### src/rtl/state_scheduler.sv
// state_scheduler: top-level mode sequencer -- button pulses, shared slow tick, display mux, alarm.
// Optional feature: define BTN_DEBOUNCE_EN to debounce each synchronized button for DEBOUNCE_CYCLES cycles.
module state_scheduler #(
  parameter int NUM_STATES      = 4,
  parameter int TICK_DIV        = 50000000,
  parameter int BLINK_TICKS     = 1,
  parameter int DEBOUNCE_CYCLES = 500000
) (
  input  logic                    clk,
  input  logic                    reset,
  input  logic                    modeBtn,
  input  logic                    pauseBtn,
  input  logic                    resetBtn,
  input  logic                    finished,
  input  logic [16*NUM_STATES-1:0] digitsIn,
  output logic [2:0]              currentState,
  output logic                    pauseOut,
  output logic                    resetOut,
  output logic                    slowTick,
  output logic [15:0]             digitsOut,
  output logic                    blank,
  output logic                    alarm
);

  localparam int TICK_W  = $clog2(TICK_DIV);
  localparam int BLINK_W = (BLINK_TICKS > 1) ? $clog2(BLINK_TICKS) : 1;

  if (NUM_STATES < 2 || NUM_STATES > 8 || TICK_DIV < 2 || BLINK_TICKS < 1 ||
      DEBOUNCE_CYCLES < 1) begin : g_param_check
    $error("state_scheduler: parameter out of range");
  end

  typedef enum logic {RUN, ALARM} fsm_t;

  // Button path: bit 0 mode, bit 1 pause, bit 2 user reset.
  logic [2:0] btn_raw, btn_meta, btn_sync, btn_level, btn_level_q, btn_pulse;
  assign btn_raw = {resetBtn, pauseBtn, modeBtn};

  // NOTE: sequential state uses non-blocking assignments so every flop samples pre-edge values.
  always_ff @(posedge clk) begin
    if (!reset) begin
      btn_meta    <= '0;
      btn_sync    <= '0;
      btn_level_q <= '0;
      btn_pulse   <= '0;
    end else begin
      btn_meta    <= btn_raw;
      btn_sync    <= btn_meta;
      btn_level_q <= btn_level;
      btn_pulse   <= btn_level & ~btn_level_q;
    end
  end

`ifdef BTN_DEBOUNCE_EN
  localparam int DB_W = (DEBOUNCE_CYCLES > 1) ? $clog2(DEBOUNCE_CYCLES) : 1;
  logic [DB_W-1:0] db_cnt [3];

  // The level follows the synchronizer only after it has disagreed for DEBOUNCE_CYCLES cycles in a row.
  always_ff @(posedge clk) begin
    if (!reset) begin
      btn_level <= '0;
      for (int b = 0; b < 3; b++) db_cnt[b] <= '0;
    end else begin
      for (int b = 0; b < 3; b++) begin
        if (btn_sync[b] == btn_level[b]) begin
          db_cnt[b] <= '0;
        end else if (db_cnt[b] == DB_W'(DEBOUNCE_CYCLES - 1)) begin
          btn_level[b] <= btn_sync[b];
          db_cnt[b]    <= '0;
        end else begin
          db_cnt[b] <= db_cnt[b] + 1'b1;
        end
      end
    end
  end
`else
  assign btn_level = btn_sync;
`endif

  logic mode_p, pause_p, user_rst_p, any_pulse;
  assign {user_rst_p, pause_p, mode_p} = btn_pulse;
  assign any_pulse = |btn_pulse;

  // finished edge detector; fin_armed masks a level that is already high at reset release.
  logic fin_q, fin_armed, fin_rise;
  assign fin_rise = fin_armed & finished & ~fin_q;

  fsm_t                fsm_q, fsm_d;
  logic [2:0]          state_d;
  logic                pause_d, user_rst_d, blank_d, state_change;
  logic [BLINK_W-1:0]  blink_cnt, blink_d;
  logic [TICK_W-1:0]   tick_cnt;
  logic [15:0]         digits_sel;

  assign alarm        = (fsm_q == ALARM);
  assign slowTick     = (tick_cnt == TICK_W'(TICK_DIV - 1));
  assign state_change = (state_d != currentState);

  // NOTE: every always_comb output gets a default first, so no path can infer a latch.
  always_comb begin
    fsm_d      = fsm_q;
    state_d    = currentState;
    pause_d    = 1'b0;
    user_rst_d = 1'b0;
    blank_d    = blank;
    blink_d    = blink_cnt;
    unique case (fsm_q)
      RUN: begin
        if (currentState == 3'd0 && fin_rise) begin
          fsm_d   = ALARM;
          blank_d = 1'b0;
          blink_d = '0;
        end else if (mode_p) begin
          state_d = (currentState == 3'(NUM_STATES - 1)) ? 3'd0 : currentState + 3'd1;
        end else begin
          pause_d    = pause_p;
          user_rst_d = user_rst_p;
        end
      end
      ALARM: begin
        if (any_pulse) begin
          fsm_d      = RUN;
          blank_d    = 1'b0;
          user_rst_d = 1'b1;
        end else if (slowTick) begin
          if (blink_cnt == BLINK_W'(BLINK_TICKS - 1)) begin
            blink_d = '0;
            blank_d = ~blank;
          end else begin
            blink_d = blink_cnt + 1'b1;
          end
        end
      end
      default: fsm_d = RUN;
    endcase
  end

  always_comb begin
    digits_sel = '0;
    for (int k = 0; k < NUM_STATES; k++) begin
      if (currentState == 3'(k)) digits_sel = digitsIn[16*k +: 16];
    end
  end

  always_ff @(posedge clk) begin
    if (!reset) begin
      fsm_q        <= RUN;
      currentState <= 3'd0;
      pauseOut     <= 1'b0;
      resetOut     <= 1'b0;
      blank        <= 1'b0;
      blink_cnt    <= '0;
      digitsOut    <= 16'h0000;
      fin_q        <= 1'b0;
      fin_armed    <= 1'b0;
      tick_cnt     <= '0;
    end else begin
      fsm_q        <= fsm_d;
      currentState <= state_d;
      pauseOut     <= pause_d;
      resetOut     <= user_rst_d;
      blank        <= blank_d;
      blink_cnt    <= blink_d;
      digitsOut    <= digits_sel;
      fin_q        <= finished;
      fin_armed    <= 1'b1;
      // A new state always starts with a full tick period.
      if (state_change || slowTick) tick_cnt <= '0;
      else                          tick_cnt <= tick_cnt + 1'b1;
    end
  end

endmodule

### config.mk
export PLATFORM = sky130hd
export DESIGN_NAME = state_scheduler
export DESIGN_NICKNAME = d
export VERILOG_FILES = /design/src/rtl/state_scheduler.sv
export SDC_FILE = /design/constraint.sdc
export NUM_CORES = 1
export LEC_CHECK = 0
export CORE_MARGIN = 2
export CORE_UTILIZATION = 46
export DETAILED_ROUTE_END_ITERATION = 8
export PLACE_DENSITY = 0.8
export SYNTH_ARGS = -nofsm -noshare
export SYNTH_HDL_FRONTEND = slang
export SYNTH_SLANG_ARGS = --single-unit
export TNS_END_PERCENT = 10
### constraint.sdc
create_clock -name clk -period 2.2 [get_ports clk]
set_clock_uncertainty 0.2 [all_clocks]
set_input_delay 0.22 -clock clk [delete_from_list [all_inputs] [get_ports clk]]
set_output_delay 0.22 -clock clk [all_outputs]
set_load 0.01 [all_outputs]
-- After elaboration in Yosys (flattened, before gate mapping)
Cells that the tools add are included.
W data, S select, Z words.
- flip-flop bits (word level): 64
- input port bits: 70
- output and inout port bits: 24
- word-level logic and storage cells: 68
- add/sub/neg operators: 3
- equal/unequal tests: 10
- muxes and demuxes: 25
- bitwise operators: 8
- reductions and logical operators: 8
- operators by type and width (cell ; count):
    $mux W16 ; 4
    $add A26 B1 Y26 const B ; 1
    $eq A26 B26 Y1 const B ; 1
    $mux W1 ; 13
    $mux W3 ; 4
    $pmux W1 S2 ; 4
    $eq A3 B2 Y1 const B ; 2
    $ne A2 B2 Y1 const B ; 3
    $ne A3 B3 Y1 const B ; 2
    $reduce_and A3 Y1 ; 2
    $not A1 Y1 ; 4
    $reduce_or A4 Y1 ; 1
    $add A3 B1 Y3 const B ; 1
    $and A3 B3 Y3 ; 1
    $eq A3 B1 Y1 const B ; 1
    $logic_not A3 Y1 ; 1
    $ne A3 B3 Y1 ; 1
    $not A3 Y3 ; 1
    $reduce_or A3 Y1 ; 1
    $and A1 B1 Y1 ; 2
    $reduce_or A2 Y1 ; 1
    $add A1 B1 Y1 const B ; 1
    $logic_and A1 B1 Y1 ; 1
    $logic_or A1 B1 Y1 ; 1

-- Logic depth before layout (Yosys ltp)
Gate-level depths: netlist (run 1).
- depth after elaboration: 8
- mapped depth: 8
- depth with buffers taken out: 6

-- Worst setup path after synthesis (run 1)
Ideal clock, no wire load.
- path type: register to register
- start: register currentState[0]
- end: register tick_cnt[21]
- setup time: 125 ps
- arrival: 1656 ps
- data required time: 1875 ps
- slack: 218 ps
- cell stages (with the launch flop): 8
- buffers on the path: 1
- period minus slack after synthesis: 1982 ps
- path through: dfxtp_1 > inv_1 > ha_1 > and4bb_1 > a21bo_2 > o221ai_4 > buf_6 > a21oi_1
- longest elaborated chain between the ends: 8
- elaborated cells between the ends (all ways): 11
- classes of those cells: add/sub (1); eq/ne (2); mux (4); reduce/logical (4)
- ends and longest elaborated chain (element ; line ; RTL):
    start: declaration ; 16 ; output logic [2:0] currentState,
    start signal: assignment ; 159 ; currentState <= state_d;
    $add A3 B1 Y3 / $eq A3 B2 Y1 (equally long branches) ; 114 ; state_d = (currentState == 3'(NUM_STATES - 1)) ? 3'd0 : currentState + 3'd1;
    $mux W3 ; 114 ;
    $mux W3 ; 113 ; end else if (mode_p) begin
    $mux W3 ; 109 ; if (currentState == 3'd0 && fin_rise) begin
    $mux W3 ; 107 ; unique case (fsm_q)
    $ne A3 B3 Y1 * ; 97 ; assign state_change = (state_d != currentState);
    $logic_or A1 B1 Y1 * ; 168 ; if (state_change || slowTick) tick_cnt <= '0;
    $reduce_or A2 Y1 (no source line) * ; n/a ;
    end signal: assignment ; 169 ; else tick_cnt <= tick_cnt + 1'b1;
    end: declaration ; 92 ; logic [TICK_W-1:0] tick_cnt;
Mark *: on every way between the ends. The rest lies on a longest branch, timed or not.
A chain may end at the register's enable or synchronous reset.

-- Final worst setup path (run 1)
- start: register tick_cnt[11]
- end: output slowTick
- longest elaborated chain between the ends: 1
- ends and longest elaborated chain (element ; line ; RTL):
    $eq A26 B26 Y1 ; 96 ; assign slowTick = (tick_cnt == TICK_W'(TICK_DIV - 1));
    end: declaration ; 19 ; output logic slowTick,
No other way between the ends.

==> flow_summary.html, run 1 <==
<table>
<tr><th>Metric</th><th>Value</th></tr>
<tr><th colspan="2">Outcome</th></tr>
<tr><td>Run status</td><td>completed</td></tr>
<tr><th colspan="2">Placement</th></tr>
<tr><td>Placed Instance Area</td><td>3876 um^2</td></tr>
<tr><td>Estimated wirelength of the detail-placed design</td><td>5597 um</td></tr>
<tr><td>Post-Place Setup Slack</td><td>-0.06024 ns</td></tr>
<tr><td>Quantity of I/O buffers inserted on ports</td><td>93</td></tr>
<tr><td>Routability Congestion</td><td>0.8754</td></tr>
<tr><th colspan="2">Floorplanning</th></tr>
<tr><td>Starting density of the core</td><td>47.89%</td></tr>
<tr><td>Top-level I/O count</td><td>94</td></tr>
<tr><td>Die X</td><td>82.98 um</td></tr>
<tr><td>Core outline area</td><td>5991 um^2</td></tr>
<tr><td>Floorplan die area</td><td>6885 um^2</td></tr>
<tr><td>Core Rows</td><td>28</td></tr>
<tr><td>Die extent in y</td><td>82.98 um</td></tr>
<tr><th colspan="2">Routing</th></tr>
<tr><td>Drt wl/cell</td><td>15.23 um</td></tr>
<tr><td>Number of design rule violations left after detail routing</td><td>0</td></tr>
<tr><td>Detailed-router iteration count before antenna repair</td><td>4</td></tr>
<tr><td>Total wirelength of the detailed-routed design</td><td>7448 um</td></tr>
<tr><td>Total number of vias</td><td>2717</td></tr>
<tr><td>Detail-routed via count per cell</td><td>5.556</td></tr>
<tr><td>Drt initial violations</td><td>81</td></tr>
<tr><td>Number of nets still failing antenna checks after routing</td><td>0</td></tr>
<tr><th colspan="2">Global route</th></tr>
<tr><td>Congestion Overflow GR</td><td>0</td></tr>
<tr><td>Vias in the first global route</td><td>2627</td></tr>
<tr><td>Largest net degree at the start of global routing</td><td>26</td></tr>
<tr><td>Total global-route track usage</td><td>21.83%</td></tr>
<tr><td>First-pass GRT wire length</td><td>12140 um</td></tr>
<tr><td>Initial antenna violation count</td><td>0</td></tr>
<tr><th colspan="2">Clock network</th></tr>
<tr><td>Clock tree buffer depth</td><td>2</td></tr>
<tr><td>Total clock buffers created by CTS</td><td>9</td></tr>
<tr><td>H-tree depth reported by CTS</td><td>3</td></tr>
<tr><td>Clock root buffer master</td><td>clkbuf_8</td></tr>
<tr><td>Clock latency on the worst-skew pair</td><td>0.34 ns</td></tr>
<tr><td>Sinks on Clock Net</td><td>63</td></tr>
<tr><td>Clk pin slew, worst setup/hold paths</td><td>0.07 ns</td></tr>
<tr><td>CTS tree</td><td>done</td></tr>
<tr><th colspan="2">STA</th></tr>
<tr><td>Number of failing setup endpoints in the final timing report</td><td>0</td></tr>
<tr><td>Final worst setup slack</td><td>0.1331 ns</td></tr>
<tr><td>Min cycle time layout</td><td>2.067 ns</td></tr>
<tr><td>Final slew viol count</td><td>0</td></tr>
<tr><td>Unrepaired setup endpoints after global routing</td><td>no</td></tr>
<tr><td>Fmax achieved</td><td>0.4838 GHz</td></tr>
<tr><td>Actual slew at the worst max-slew pin</td><td>0.6237 ns</td></tr>
<tr><td>Slew HR</td><td>58.23%</td></tr>
<tr><td>Share of the clock period used by the worst path after layout</td><td>93.95%</td></tr>
<tr><td>Final Hold Fails</td><td>0</td></tr>
<tr><th colspan="2">Layout</th></tr>
<tr><td>Layout cells sized above 1</td><td>11.59%</td></tr>
<tr><td>Count of nets after finishing</td><td>484</td></tr>
<tr><td>Final cell utilization of the core</td><td>68.59%</td></tr>
<tr><td>Design Area, Final</td><td>4109 um^2</td></tr>
<tr><td>Number of antenna cells inserted</td><td>0</td></tr>
<tr><td>Area Overhead vs Synth</td><td>43.22%</td></tr>
<tr><td>Fillers</td><td>454</td></tr>
<tr><th colspan="2">Power and ir drop</th></tr>
<tr><td>Int Power</td><td>1.929 mW</td></tr>
<tr><td>Clock network power share</td><td>39.8%</td></tr>
<tr><td>Part of the power in registers</td><td>48.1%</td></tr>
<tr><td>Worst-case vdd ir drop</td><td>417.3 uV</td></tr>
<tr><td>Switching power share of the total</td><td>22.30%</td></tr>
<tr><td>Power density of the placed cells</td><td>604.2 nW/um^2</td></tr>
<tr><td>Combinational share of power</td><td>12.1%</td></tr>
<tr><td>Leakage power</td><td>1.518 nW</td></tr>
<tr><td>Total net switching power</td><td>0.5537 mW</td></tr>
<tr><th colspan="2">Run</th></tr>
<tr><td>Number of max-cap violations</td><td>0</td></tr>
<tr><th colspan="2">Logic synthesis</th></tr>
<tr><td>Most frequent cells after synthesis</td><td>dfxtp_1 (63), o21ai_0 (34), nand2_1 (30), nor2_1 (17), a221o_1 (16)</td></tr>
<tr><td>Net count after synthesis</td><td>386</td></tr>
<tr><td>Unique cell type count in the Yosys netlist</td><td>53</td></tr>
<tr><td>Cell taking the most area after synthesis</td><td>dfxtp_1</td></tr>
<tr><td>Fraction of registers with async set or reset after synthesis</td><td>0%</td></tr>
<tr><td>Number of register bits inferred by synthesis</td><td>63</td></tr>
<tr><td>Top area cells in the synthesized netlist</td><td>dfxtp_1 (44%), o21ai_0 (5.9%), a221o_1 (5.6%), nand2_1 (3.9%), a21oi_1 (2.4%)</td></tr>
<tr><td>Number of synthesized flops with an enable pin</td><td>0</td></tr>
<tr><td>Most used flip-flop cell after synthesis</td><td>dfxtp_1</td></tr>
<tr><td>Top-area cell type share of the netlist area</td><td>43.96%</td></tr>
<tr><td>Gate Count Post-Synth</td><td>311</td></tr>
<tr><td>Count leader, synth</td><td>dfxtp_1</td></tr>
<tr><td>Synthesized area</td><td>2869 um^2</td></tr>
<tr><td>Portion of the post-synthesis area used by sequential elements</td><td>43.96%</td></tr>
<tr><td>Mean cell area of the mapped netlist</td><td>9.225 um^2</td></tr>
<tr><td>Number of warnings reported in the yosys synthesis log</td><td>0</td></tr>
<tr><th colspan="2">Worst setup path</th></tr>
<tr><td>Critical Path End Type</td><td>primary output</td></tr>
<tr><td>Cell class contributing the biggest share of worst-path delay</td><td>simple AND/OR/NAND/NOR gates</td></tr>
<tr><td>Startpoint kind of the worst setup timing path</td><td>flop</td></tr>
<tr><td>Highest net fanout along the worst path</td><td>5</td></tr>
<tr><td>Buf+Inv Stages, Crit Path</td><td>1</td></tr>
<tr><td>Crit path kind</td><td>flop to primary output</td></tr>
<tr><td>Critical path's largest stage delay</td><td>0.37 ns</td></tr>
<tr><td>Arrival @ worst endpoint</td><td>1.65 ns</td></tr>
<tr><td>CP Cell Sequence</td><td>nor4_2 &gt; nand4_1 &gt; nor2_2 &gt; dlygate4sd2_1</td></tr>
<tr><td>Slowest cell on the critical path</td><td>dfxtp_1</td></tr>
<tr><td>Required time at the endpoint of the critical path</td><td>1.78 ns</td></tr>
<tr><th colspan="2">Hold path</th></tr>
<tr><td>Path class of the lowest-slack min-delay path</td><td>flop to flop</td></tr>
</table>
## metal layers
layer / vias up / track usage (%) / routed length [um]
met5: - / 0 / 0
met4: 0 / 6.855 / 143
met3: 15 / 7.157 / 454
met2: 91 / 39.81 / 3963
met1: 1273 / 23.78 / 2887
li1: 1338 / - / -
## sequential cells by signal, indices dropped and copies added, names as in the netlist, 3 cells and up
signal	flops
btn_level_q	3
digitsOut	16
btn_pulse	3
btn_level	3
tick_cnt	26
currentState	3
btn_meta	3
## cell type report
| cell class | instances | area, um^2 | share of cell area, % |
|---|---|---|---|
| Clock inverter | 5 | 57.56 | 1.401 |
| Clock buffer | 11 | 141.4 | 3.441 |
| Multi-Input combinational cell | 225 | 1501 | 36.54 |
| Inverter | 5 | 18.77 | 0.4568 |
| Tap cell | 75 | 93.84 | 2.284 |
| Timing Repair Buffer | 105 | 1032 | 25.12 |
| Sequential cell | 63 | 1264 | 30.76 |
## stage by stage
step	total power [mW]	hold slack [ns]	setup TNS, ns	instances
floorplan	1.320	0.04772	0	311
global placement	1.511	0.1716	-0.03314	472
detailed placement	1.517	0.1775	-0.3728	472
CTS	2.508	0.1935	0	489
global route	2.582	0.2031	0	489
finish	2.483	0.1870	0	489
## worst reg2reg max path, stage by stage, from the launching register on
cell and delay [ns]:
dfxtp_1 0.33, inv_1 0.12, ha_1 0.23, nor3b_4 0.57, a221o_1 0.25, o21ai_0 0.08, o21ai_0 0.19
## power by group through the flow
stage          registers, mW  logic (mW)  clock network, mW
6_report                1.19       0.300              0.988
3_5_place_dp            1.22       0.296                  0
4_1_cts                 1.19       0.300               1.01
2_1_floorplan           1.23      0.0904                  0
3_3_place_gp            1.22       0.293                  0
5_1_grt                 1.20       0.321               1.06
## cells by family after synthesis
| kind of cell | count (synthesis) | share of synthesized area, % |
|---|---|---|
| AOI/OAI and AO/OA | 84 | 19.62 |
| xor gates and xnor gates | 13 | 3.969 |
| adders and majority gates | 5 | 2.181 |
| buffers and inverters | 23 | 4.579 |
| DFF | 63 | 43.96 |
| muxes | 1 | 0.3489 |
| and+or+nand+nor | 122 | 25.34 |
## placed cells by master, fill, tap and decap left out, types with 2 or more instances in the layout
cell              n
nor2_1           16
inv_1             4
o21ai_0          34
xnor2_1           5
nor2b_1           5
nand2_1          30
xor2_1            8
buf_4            11
ha_1              5
nor2b_2           2
o31ai_1           6
a221o_1          16
a21boi_0          2
a21oi_1          14
and3_1            4
clkbuf_8         10
and2_1           10
and4_1            2
dfxtp_2           2
clkinv_2          2
nor4_1            2
nand4_1           8
dfxtp_1          61
nand3_1          11
clkdlybuf4s50_1  92
or3_1             5
clkinv_4          2
o21ai_1           5
or4_1             6
nor3_2            2
## final timing paths
| check | from | depth (start not counted) | slack, ns | endpoint |
|---|---|---|---|---|
| max | tick_cnt[11] | 4 | 0.13 | slowTick |
| min | btn_level_q[2] | 1 | 0.19 | btn_pulse[2] |
| max reg2reg | currentState[0] | 6 | 0.15 | digitsOut[13] |
| min reg2reg | btn_level_q[2] | 1 | 0.19 | btn_pulse[2] |
## repair_timing
item / 4_1_cts / 5_1_grt
setup endpoints to repair: 17 / 5
gates resized for setup: 6 / 3
hold buffers: 0 / 0
buffers inserted: 1 / 0
pin swaps: 2 / 1
Power figures use the tool's default switching activity.
==> inputs of run 2 (changes only) <==
--- a/config.mk
+++ b/config.mk
@@ -5,10 +5,11 @@
 export SDC_FILE = /design/constraint.sdc
 export NUM_CORES = 1
 export LEC_CHECK = 0
+export CORE_ASPECT_RATIO = 1.75
 export CORE_MARGIN = 2
 export CORE_UTILIZATION = 46
 export DETAILED_ROUTE_END_ITERATION = 8
-export PLACE_DENSITY = 0.8
+export PLACE_DENSITY = 0.92
 export SYNTH_ARGS = -nofsm -noshare
 export SYNTH_HDL_FRONTEND = slang
 export SYNTH_SLANG_ARGS = --single-unit
==> flow_summary.html, run 2 (synthesis gave the netlist of run 1 again) <==
<table>
<tr><th>Metric</th><th>Value</th></tr>
<tr><th colspan="2">Routing</th></tr>
<tr><td>Drt wl/cell</td><td>16.35 um (+7.4%)</td></tr>
<tr><td>Number of design rule violations left after detail routing</td><td>0 (unchanged)</td></tr>
<tr><td>Drt initial violations</td><td>156 (+93%)</td></tr>
<tr><td>Detailed-router iteration count before antenna repair</td><td>4 (unchanged)</td></tr>
<tr><td>Number of nets still failing antenna checks after routing</td><td>0 (unchanged)</td></tr>
<tr><td>Total number of vias</td><td>2845 (+4.7%)</td></tr>
<tr><td>Total wirelength of the detailed-routed design</td><td>8112 um (+8.9%)</td></tr>
<tr><td>Detail-routed via count per cell</td><td>5.736 (+3.2%)</td></tr>
<tr><th colspan="2">Floorplanning</th></tr>
<tr><td>Top-level I/O count</td><td>94 (unchanged)</td></tr>
<tr><td>Die extent in y</td><td>108.5 um (+31%)</td></tr>
<tr><td>Starting density of the core</td><td>46.78% (-1.1 points)</td></tr>
<tr><td>Floorplan die area</td><td>6910 um^2 (+0.36%)</td></tr>
<tr><td>Core Rows</td><td>38 (+36%)</td></tr>
<tr><td>Core outline area</td><td>6133 um^2 (+2.4%)</td></tr>
<tr><td>Die X</td><td>63.70 um (-23%)</td></tr>
<tr><th colspan="2">STA</th></tr>
<tr><td>Final Hold Fails</td><td>0 (unchanged)</td></tr>
<tr><td>Slew HR</td><td>57.77% (-0.46 points)</td></tr>
<tr><td>Fmax achieved</td><td>0.4774 GHz (-1.3%)</td></tr>
<tr><td>Min cycle time layout</td><td>2.095 ns (+0.02759 ns)</td></tr>
<tr><td>Share of the clock period used by the worst path after layout</td><td>95.21% (+1.3 points)</td></tr>
<tr><td>Unrepaired setup endpoints after global routing</td><td>no</td></tr>
<tr><td>Number of failing setup endpoints in the final timing report</td><td>0 (unchanged)</td></tr>
<tr><td>Final slew viol count</td><td>0 (unchanged)</td></tr>
<tr><td>Actual slew at the worst max-slew pin</td><td>0.6327 ns (+0.009040 ns)</td></tr>
<tr><th colspan="2">Layout</th></tr>
<tr><td>Register with the highest flop count</td><td>tick_cnt</td></tr>
<tr><td>Number of antenna cells inserted</td><td>0 (unchanged)</td></tr>
<tr><td>Count of nets after finishing</td><td>486 (+0.41%)</td></tr>
<tr><td>Commonest cells after routing, fill and taps aside</td><td>clkdlybuf4s50_1 (92), dfxtp_1 (59), o21ai_0 (34)</td></tr>
<tr><td>Area Overhead vs Synth</td><td>46.23%</td></tr>
<tr><td>Design Area, Final</td><td>4195 um^2 (+2.1%)</td></tr>
<tr><td>Largest registers</td><td>tick_cnt (26), digitsOut (16)</td></tr>
<tr><td>Largest register FFs</td><td>26 (unchanged)</td></tr>
<tr><td>Layout cells sized above 1</td><td>12.98% (+1.4 points)</td></tr>
<tr><td>Final cell utilization of the core</td><td>68.40% (-0.19 points)</td></tr>
<tr><td>Filler-free cell count of the finished design</td><td>496 (+1.4%)</td></tr>
<tr><td>Most frequent standard cell in the layout excluding fill and tap cells</td><td>clkdlybuf4s50_1</td></tr>
<tr><th colspan="2">Clock network</th></tr>
<tr><td>Sinks on Clock Net</td><td>63 (unchanged)</td></tr>
<tr><td>Clock tree buffer depth</td><td>2 (unchanged)</td></tr>
<tr><td>H-tree depth reported by CTS</td><td>3 (unchanged)</td></tr>
<tr><td>Clk pin slew, worst setup/hold paths</td><td>0.07 ns (about the same)</td></tr>
<tr><td>Clock latency on the worst-skew pair</td><td>0.35 ns (about the same)</td></tr>
<tr><td>Total clock buffers created by CTS</td><td>9 (unchanged)</td></tr>
<tr><td>Clock root buffer master</td><td>clkbuf_8</td></tr>
<tr><td>CTS tree</td><td>done</td></tr>
<tr><th colspan="2">Worst setup path</th></tr>
<tr><td>Highest net fanout along the worst path</td><td>3 (-2)</td></tr>
<tr><td>Cell class contributing the biggest share of worst-path delay</td><td>simple AND/OR/NAND/NOR gates</td></tr>
<tr><td>CP Cell Sequence</td><td>nor4bb_2 &gt; nand4_1 &gt; nor2_2 &gt; dlygate4sd2_1</td></tr>
<tr><td>Crit path kind</td><td>flop to primary output</td></tr>
<tr><td>Arrival @ worst endpoint</td><td>1.67 ns (+0.02 ns)</td></tr>
<tr><td>Startpoint kind of the worst setup timing path</td><td>flop</td></tr>
<tr><td>Slowest cell on the critical path</td><td>dfxtp_1</td></tr>
<tr><td>Buf+Inv Stages, Crit Path</td><td>1 (unchanged)</td></tr>
<tr><td>Critical path's largest stage delay</td><td>0.35 ns (-0.02 ns)</td></tr>
<tr><td>Required time at the endpoint of the critical path</td><td>1.78 ns (about the same)</td></tr>
<tr><td>Critical Path End Type</td><td>primary output</td></tr>
<tr><th colspan="2">Placement</th></tr>
<tr><td>Routability Congestion</td><td>0.8609 (-1.7%)</td></tr>
<tr><td>Placed Instance Area</td><td>3862 um^2 (-0.36%)</td></tr>
<tr><td>Quantity of I/O buffers inserted on ports</td><td>93 (unchanged)</td></tr>
<tr><td>Estimated wirelength of the detail-placed design</td><td>5773 um (+3.1%)</td></tr>
<tr><td>Post-placement cell count</td><td>476 (+0.85%)</td></tr>
<tr><th colspan="2">Global route</th></tr>
<tr><td>Largest net degree at the start of global routing</td><td>26 (unchanged)</td></tr>
<tr><td>Congestion Overflow GR</td><td>0 (unchanged)</td></tr>
<tr><td>First-pass GRT wire length</td><td>12160 um (+0.11%)</td></tr>
<tr><td>Initial antenna violation count</td><td>0 (unchanged)</td></tr>
<tr><td>Vias in the first global route</td><td>2729 (+3.9%)</td></tr>
<tr><td>Total global-route track usage</td><td>23.09% (+1.3 points)</td></tr>
<tr><th colspan="2">Power and ir drop</th></tr>
<tr><td>Power Total</td><td>2.650 mW (+6.7%)</td></tr>
<tr><td>Worst-case vdd ir drop</td><td>490.5 uV (+18%)</td></tr>
<tr><td>Power density of the placed cells</td><td>631.6 nW/um^2 (+4.5%)</td></tr>
<tr><td>Leakage power</td><td>1.532 nW (+0.91%)</td></tr>
<tr><th colspan="2">Outcome</th></tr>
<tr><td>Run status</td><td>completed</td></tr>
<tr><th colspan="2">Run</th></tr>
<tr><td>Number of max-cap violations</td><td>0 (unchanged)</td></tr>
<tr><th colspan="2">Hold path</th></tr>
<tr><td>Path class of the lowest-slack min-delay path</td><td>flop to flop</td></tr>
</table>
[run 2: cell types whose count changed in the layout (fill, tap and decap cells not counted), moves of 2 or more]
cell	delta
clkinvlp_4	+2
dfxtp_2	+2
dfxtp_1	-2
clkinv_2	-2
[run 2: where the power goes]
| group | internal (mW) | switching (mW) | leakage (nW) |
|---|---|---|---|
| clock | 0.674 | 0.473 | 0.109 |
| combinational | 0.201 | 0.106 | 0.906 |
| sequential | 1.18 | 0.0181 | 0.517 |
[run 2: timing repair]
action,CTS,global route
setup buffers,2,1
hold endpoints to repair,0,0
endpoints found under the setup margin,42,25
gates cloned,0,1
hold buffers,0,0
gates resized for setup,11,3
pin swaps,4,1
[run 2: final timing paths]
check	start	to	slack, ns	cells after the start
max	tick_cnt[25]	slowTick	0.11	4
min	btn_level_q[1]	btn_pulse[1]	0.18	1
max reg2reg	currentState[0]	tick_cnt[13]	0.14	6
min reg2reg	btn_level_q[1]	btn_pulse[1]	0.18	1
[run 2: worst register-to-register path: cells and delay by family (launching register included)]
| family | cells | cell delay (ns) |
|---|---|---|
| buf+inv | 1 | 0.10 |
| fa+ha+maj | 1 | 0.22 |
| simple gates | 2 | 0.32 |
| flops | 1 | 0.40 |
| compound gates | 2 | 0.71 |
[run 2: metal layers]
layer	part of all wire, %	global-route usage, %
met3	7.6	6.764
met1	32	20.29
met5	0	0
met2	56	44.74
met4	4.6	13.98
[run 2: layout make-up]
class,instances,area (um^2)
inverters,5,18.77
multi-input cells,226,1540
well taps,80,100.1
clock inverters,6,92.59
repair buffers,106,1040
clock buffers,10,137.6
flip-flops and latches,63,1266
fillers,454,1938
[run 2: through the flow]
stage	setup TNS (ns)	hold WS, ns	worst slack [ns]
after floorplan	0	0.04772	0.2185
after global placement	0	0.1721	0.04520
after detailed placement	-1.635	0.1734	-0.08589
after CTS	-0.07783	0.1839	-0.03125
after global routing	0	0.1892	0.003138
final	0	0.1827	0.1055
